==> src/rtl/riscv_tag_exc_ctrl.sv <==
// DIFT tag-check exception sequencer: picks one WB violation by fixed priority, records cause/PC, counts it.
// Record/count update one edge after detection; in trap mode holds exc_req_o and stall_o until exc_ack_i.
module riscv_tag_exc_ctrl #(
  parameter  int N_SRC     = 4,
  parameter  int CNT_WIDTH = 16,
  localparam int CAUSE_W   = (N_SRC > 1) ? $clog2(N_SRC) : 1
) (
  input  logic                 clk,
  input  logic                 rst_n,
  input  logic [N_SRC-1:0]     check_exc_i,
  input  logic                 check_valid_i,
  input  logic [31:0]          pc_i,
  input  logic                 trap_en_i,
  input  logic                 flush_i,
  input  logic                 exc_ack_i,
  input  logic                 cnt_clr_i,
  output logic                 exc_req_o,
  output logic                 stall_o,
  output logic [CAUSE_W-1:0]   exc_cause_o,
  output logic [31:0]          exc_pc_o,
  output logic [CNT_WIDTH-1:0] viol_cnt_o,
  output logic                 overflow_o
);

  typedef enum logic {
    IDLE = 1'b0,
    REQ  = 1'b1
  } state_t;

  typedef struct packed {
    logic [CAUSE_W-1:0] cause;
    logic [31:0]        pc;
  } exc_rec_t;

  localparam logic [CNT_WIDTH-1:0] CNT_MAX = {CNT_WIDTH{1'b1}};

  state_t               state_q, state_d;
  exc_rec_t             rec_q, rec_d;
  logic [CAUSE_W-1:0]   sel_idx;
  logic                 sel_found;
  logic                 detected;
  logic [CNT_WIDTH-1:0] cnt_q;
  logic                 ovf_q;

  // Lowest set flag wins; remaining simultaneous flags collapse into this one violation.
  always_comb begin
    sel_idx   = '0;
    sel_found = 1'b0;
    for (int i = 0; i < N_SRC; i++) begin
      if (check_exc_i[i] && !sel_found) begin
        sel_idx   = CAUSE_W'(i);
        sel_found = 1'b1;
      end
    end
  end

  // Inputs are only sampled in IDLE, so an outstanding request is precise and cannot be cancelled.
  assign detected = (state_q == IDLE) && check_valid_i && !flush_i && sel_found;

  always_comb begin
    state_d = state_q;
    rec_d   = rec_q;
    stall_o = 1'b0;
    case (state_q)
      IDLE: begin
        if (detected) begin
          rec_d.cause = sel_idx;
          rec_d.pc    = pc_i;
          if (trap_en_i) begin
            state_d = REQ;
            stall_o = 1'b1;
          end
        end
      end
      REQ: begin
        stall_o = 1'b1;
        if (exc_ack_i) begin
          state_d = IDLE;
        end
      end
      default: begin
        state_d = IDLE;
      end
    endcase
  end

  always_ff @(posedge clk or negedge rst_n) begin
    if (!rst_n) begin
      state_q <= IDLE;
      rec_q   <= '0;
    end else begin
      state_q <= state_d;
      rec_q   <= rec_d;
    end
  end

  // Clear beats a same-cycle increment; saturation holds the count and raises the sticky flag.
  always_ff @(posedge clk or negedge rst_n) begin
    if (!rst_n) begin
      cnt_q <= '0;
      ovf_q <= 1'b0;
    end else if (cnt_clr_i) begin
      cnt_q <= '0;
      ovf_q <= 1'b0;
    end else if (detected) begin
      if (cnt_q == CNT_MAX) begin
        ovf_q <= 1'b1;
      end else begin
        cnt_q <= cnt_q + 1'b1;
      end
    end
  end

  assign exc_req_o   = (state_q == REQ);
  assign exc_cause_o = rec_q.cause;
  assign exc_pc_o    = rec_q.pc;
  assign viol_cnt_o  = cnt_q;
  assign overflow_o  = ovf_q;

endmodule

==> config.mk <==
export PLATFORM = sky130hd
export DESIGN_NAME = riscv_tag_exc_ctrl
export DESIGN_NICKNAME = d
export VERILOG_FILES = /design/src/rtl/riscv_tag_exc_ctrl.sv
export SDC_FILE = /design/constraint.sdc
export NUM_CORES = 1
export LEC_CHECK = 0
export BUFFER_PORTS_ARGS = -buffer_cell sky130_fd_sc_hd__buf_2
export CAP_MARGIN = 15
export CORE_MARGIN = 3
export CORE_UTILIZATION = 48
export DETAILED_ROUTE_END_ITERATION = 10
export PLACE_DENSITY = 0.91
export SLEW_MARGIN = 20
export SYNTH_ARGS = -nofsm -noshare
export SYNTH_HDL_FRONTEND = slang
export SYNTH_SLANG_ARGS = --single-unit
export TNS_END_PERCENT = 20
==> constraint.sdc <==
create_clock -name clk -period 2.12 [get_ports clk]
set_input_delay 0.424 -clock clk [delete_from_list [all_inputs] [get_ports clk]]
set_output_delay 0.424 -clock clk [all_outputs]
set_load 0.02 [all_outputs]
# Yosys cells after proc, flatten, opt, wreduce, memory -nomap -nowiden

Cells that the tools add are included.

Input port bits: 43
Output and inout port bits: 53
Logic and storage cells: 42
Flip-flop bits (word level): 52

Eq/ne operators: 2
Mux-type cells: 18
Reduce and logical (&&, ||, !) cells: 15
Add/sub/neg operators: 1
Bitwise gates (word level): 1

Operators with widths:

| operator              | number |
|---|---|
| $mux 16               | 3 |
| $add 16x1->16 const B | 1 |
| $eq 16x16->1 const B  | 1 |
| $mux 1                | 11 |
| $logic_and 1x1->1     | 6 |
| $reduce_and 2->1      | 3 |
| $logic_not 1->1       | 4 |
| $mux 2                | 2 |
| $pmux 1 s2            | 2 |
| $reduce_bool 2->1     | 2 |
| $ne 2x2->1 const B    | 1 |
| $not 1->1             | 1 |

# Longest topological paths before layout

Word-level depth: 13
Mapped depth: 7
Gate-level depth less buffers: 6

# Least setup slack after synthesis

Ideal clock, no wire load.

Path kind: in2out
From: in check_exc_i[1]
To: out stall_o
Slack: 194 ps
Path buffers: 1
Arrival: 1502 ps
Data required time: 1696 ps
Cell stages on the path: 5
Path through: or4_4 and2_1 clkbuf_1 nand2_1 nand2_1

Cells in the longest elaborated chain, start to end: 11

RTL lines:

| item                | line | source |
|---|---|---|
| start: declaration  | 10   | `input logic [N_SRC-1:0] check_exc_i,` |
| $logic_and 1x1->1 * | 50   | `if (check_exc_i[i] && !sel_found) begin` |
| $mux 1 *            | 50   |  |
| $logic_not 1->1     | 50   |  |
| $logic_and 1x1->1   | 50   |  |
| $mux 1 *            | 50   |  |
| $logic_not 1->1     | 50   |  |
| $logic_and 1x1->1   | 50   |  |
| $mux 1 *            | 50   |  |
| $logic_and 1x1->1 * | 58   | `assign detected = (state_q == IDLE) && check_valid_i && !flush_i && sel_found;` |
| $mux 1 *            | 66   | `if (detected) begin` |
| $pmux 1 s2 *        | 64   | `case (state_q)` |
| end: declaration    | 18   | `output logic stall_o,` |

Every way passes the cells marked *; elsewhere a longest branch is shown, timed or not.

# Worst setup path after layout

Same ends and word-level chain as after synthesis.

==> reports/metrics.yaml <==
max_freq_ghz: 0.502
ys_ff_latch: 52
cts_sinks: 52
clk_pin_slew_ns: 0.09
dp_hpwl_mm: 3.90
period_needed_ns: 1.99
synth_simple_gate_area_share_pct: 30.4
skew_ns: 0.00492
synth_warnings: 0
h-tree-depth: 2
wl_per_cell_um: 12.8
initial_utilization_pct: 51.8
hold_buffers: 0
diodes: 0
p_leak_nw: 1.60
finalCritPeriodShare_pct: 94.0
place.gp.congestion: 0.877
synth_top_area_cell: "dfrtp_1"
setup_viol: 0
slowest_delay_ns: 0.56
max-slew-margin-rel_pct: 60.5
drt-initial-drc-count: 83
synth_fa_ha_area_share_pct: 0.529
crit_fanout: 3
portBuffers: 95
antenna_found_initial: 0
syn_inst: 246
crit_slowest_cell: "or4_4"
tns_ns: 0
peakVddDrop_mv: 0.380
synth_compound_gate_area_share_pct: 5.29
viasPerCell: 4.94
hold_viol: 0
die_x_um: 76.2
cts_tree: "done"
syn-num-nets: 290
synth-edff-count: 0
totalWireLength_mm: 5.21
boundaryPins: 96
rows: 24
core_area_um2: 4560
synth.avg_cell_area_um2: 9.61
layout.cells.non_filler: 406
drt_first_pass_iters: 4
drive_gt1_share_pct: 35.8
synth_common_cells: "nand2_1, dfrtp_1, nor2_1"
final_core_util_pct: 66.0
start_kind: "input port"
min_path_type: "in2async"
synth_ff_type: "dfrtp_1"
syn_to_final_growth_pct: 27.5
synth.top_cell.area_share_pct: 55.0
ant_nets: 0
design_area_um2: 3010
path_cells: "buf_2, or4_4, and2_1, nand2_1, nand2_1, buf_2"
tightest_slew_ns: 0.593
die-area_um2: 5800
ys_types: 34
finalMaxSlewViolations: 0
overflow: 0
status: "complete, no violations"
grt_max_degree: 34
cp.arrival_ns: 1.57
synth_top_family_by_area: "simple AND/OR/NAND/NOR gates"
criticalPathCategory: "in2out"
ctsLongestPathBuffers: 2
power_density_nw_per_um2: 771
endpoint_kind: "output pin"
vias: 2004
dpl-instance-area_um2: 2920
cts_buffers: 5
final_nets: 386
synth.most_common_cell: "nand2_1"
hold_ws_ns: 0.119
synthXorXnorAreaFrac_pct: 5.19
async_reset_ff_share_pct: 100
synthTopCellsByArea: "dfrtp_1, nand2_1, xnor2_1, nor2_1, nor4b_2"
rsz0062_at_grt: "false"
placedCellCount: 400
grt_use_total_pct: 18.8
synthMuxAreaShare_pct: 0.847
drc_errors: 0
cts_resized: 0
die_h_um: 76.2
seq_area_frac_synth_pct: 55.0
clk_latency_ns: 0.29
required_ns: 1.70
cts_setup_buffers: 0
drv_cap: 0
grt_pass1_vias: 1973
synthesis.area_um2: 2360
grt_pass1_wl_mm: 9.03
cts_root_buf: "clkbuf_8"
## state kept, by name, summed over array words and instances, names as in the netlist
name         flops
viol_cnt_o      16
exc_cause_o      2
overflow_o       1
exc_pc_o        32
exc_req_o        1
## logic make-up (layout without fill, tap and decap cells)
group	count (synthesis)	count (layout)
AO/OA/AOI/OAI	14	14
XOR/XNOR	14	14
adder cells (fa/ha/maj)	1	1
buffers and inverters	13	108
flip-flops	52	52
multiplexers	2	2
AND/OR/NAND/NOR	150	150
## routing by layer
layer | wire (um) | vias to the layer above | share of wire (%) | global-route usage (%)
li1 | - | 988 | - | -
met1 | 2320 | 920 | 44 | 24.2
met2 | 2420 | 91 | 47 | 31.9
met3 | 427 | 5 | 8.2 | 4.61
met4 | 40 | 0 | 0.77 | 4.89
met5 | 0 | - | 0 | 0
## critical path: cells and delay by family
kind | cells | cell delay (ns)
AND/OR/NAND/NOR | 4 | 0.88
buffers and inverters | 2 | 0.26
## area by class of cell
class | instances | area, um2
inverter | 2 | 7.51
clock inverter | 1 | 30.0
clock buffer | 5 | 68.8
multi-input combinational | 181 | 1000
tap | 65 | 81.3
timing repair buffer | 100 | 526
sequential | 52 | 1300
fill | 387 | 1550
## report_power, final
part           switching [mW]  internal, mW
combinational           0.340         0.179
sequential             0.0601          1.11
clock                   0.294         0.339
## placed cells by master, fill, tap and decap left out, types with 3 or more instances in the layout
master,instances
buf_4,4
and3_1,3
nand2_1,103
a211oi_1,4
nand4_1,6
dfrtp_1,52
buf_2,95
nor2_1,17
clkbuf_8,5
nor4b_2,4
nand3_1,3
xnor2_1,14
## worst paths after layout
path | start | endpoint | slack, ns | depth (start not counted)
setup / recovery | check_exc_i[1] | stall_o | 0.13 | 6
hold / removal | rst_n | viol_cnt_o[10]$_DFFE_PN0P_ | 0.12 | 1
setup reg to reg | viol_cnt_o[0]$_DFFE_PN0P_ | viol_cnt_o[6]$_DFFE_PN0P_ | 0.23 | 7
hold reg to reg | exc_pc_o[11]$_DFFE_PN0P_ | exc_pc_o[11]$_DFFE_PN0P_ | 0.47 | 2
max in group asynchronous | rst_n | exc_pc_o[13]$_DFFE_PN0P_ | 1.45 | 2
min in group clk | exc_ack_i | exc_req_o$_DFF_PN0_ | 0.30 | 2
## per-stage QoR
stage          worst slack (ns)  power [mW]
2_1_floorplan             0.194        1.49
3_3_place_gp              0.142        1.70
3_5_place_dp              0.125        1.72
4_1_cts                   0.122        2.35
5_1_grt                  0.0258        2.46
6_report                  0.128        2.32
Note: power is estimated with default switching activity, not from simulation.
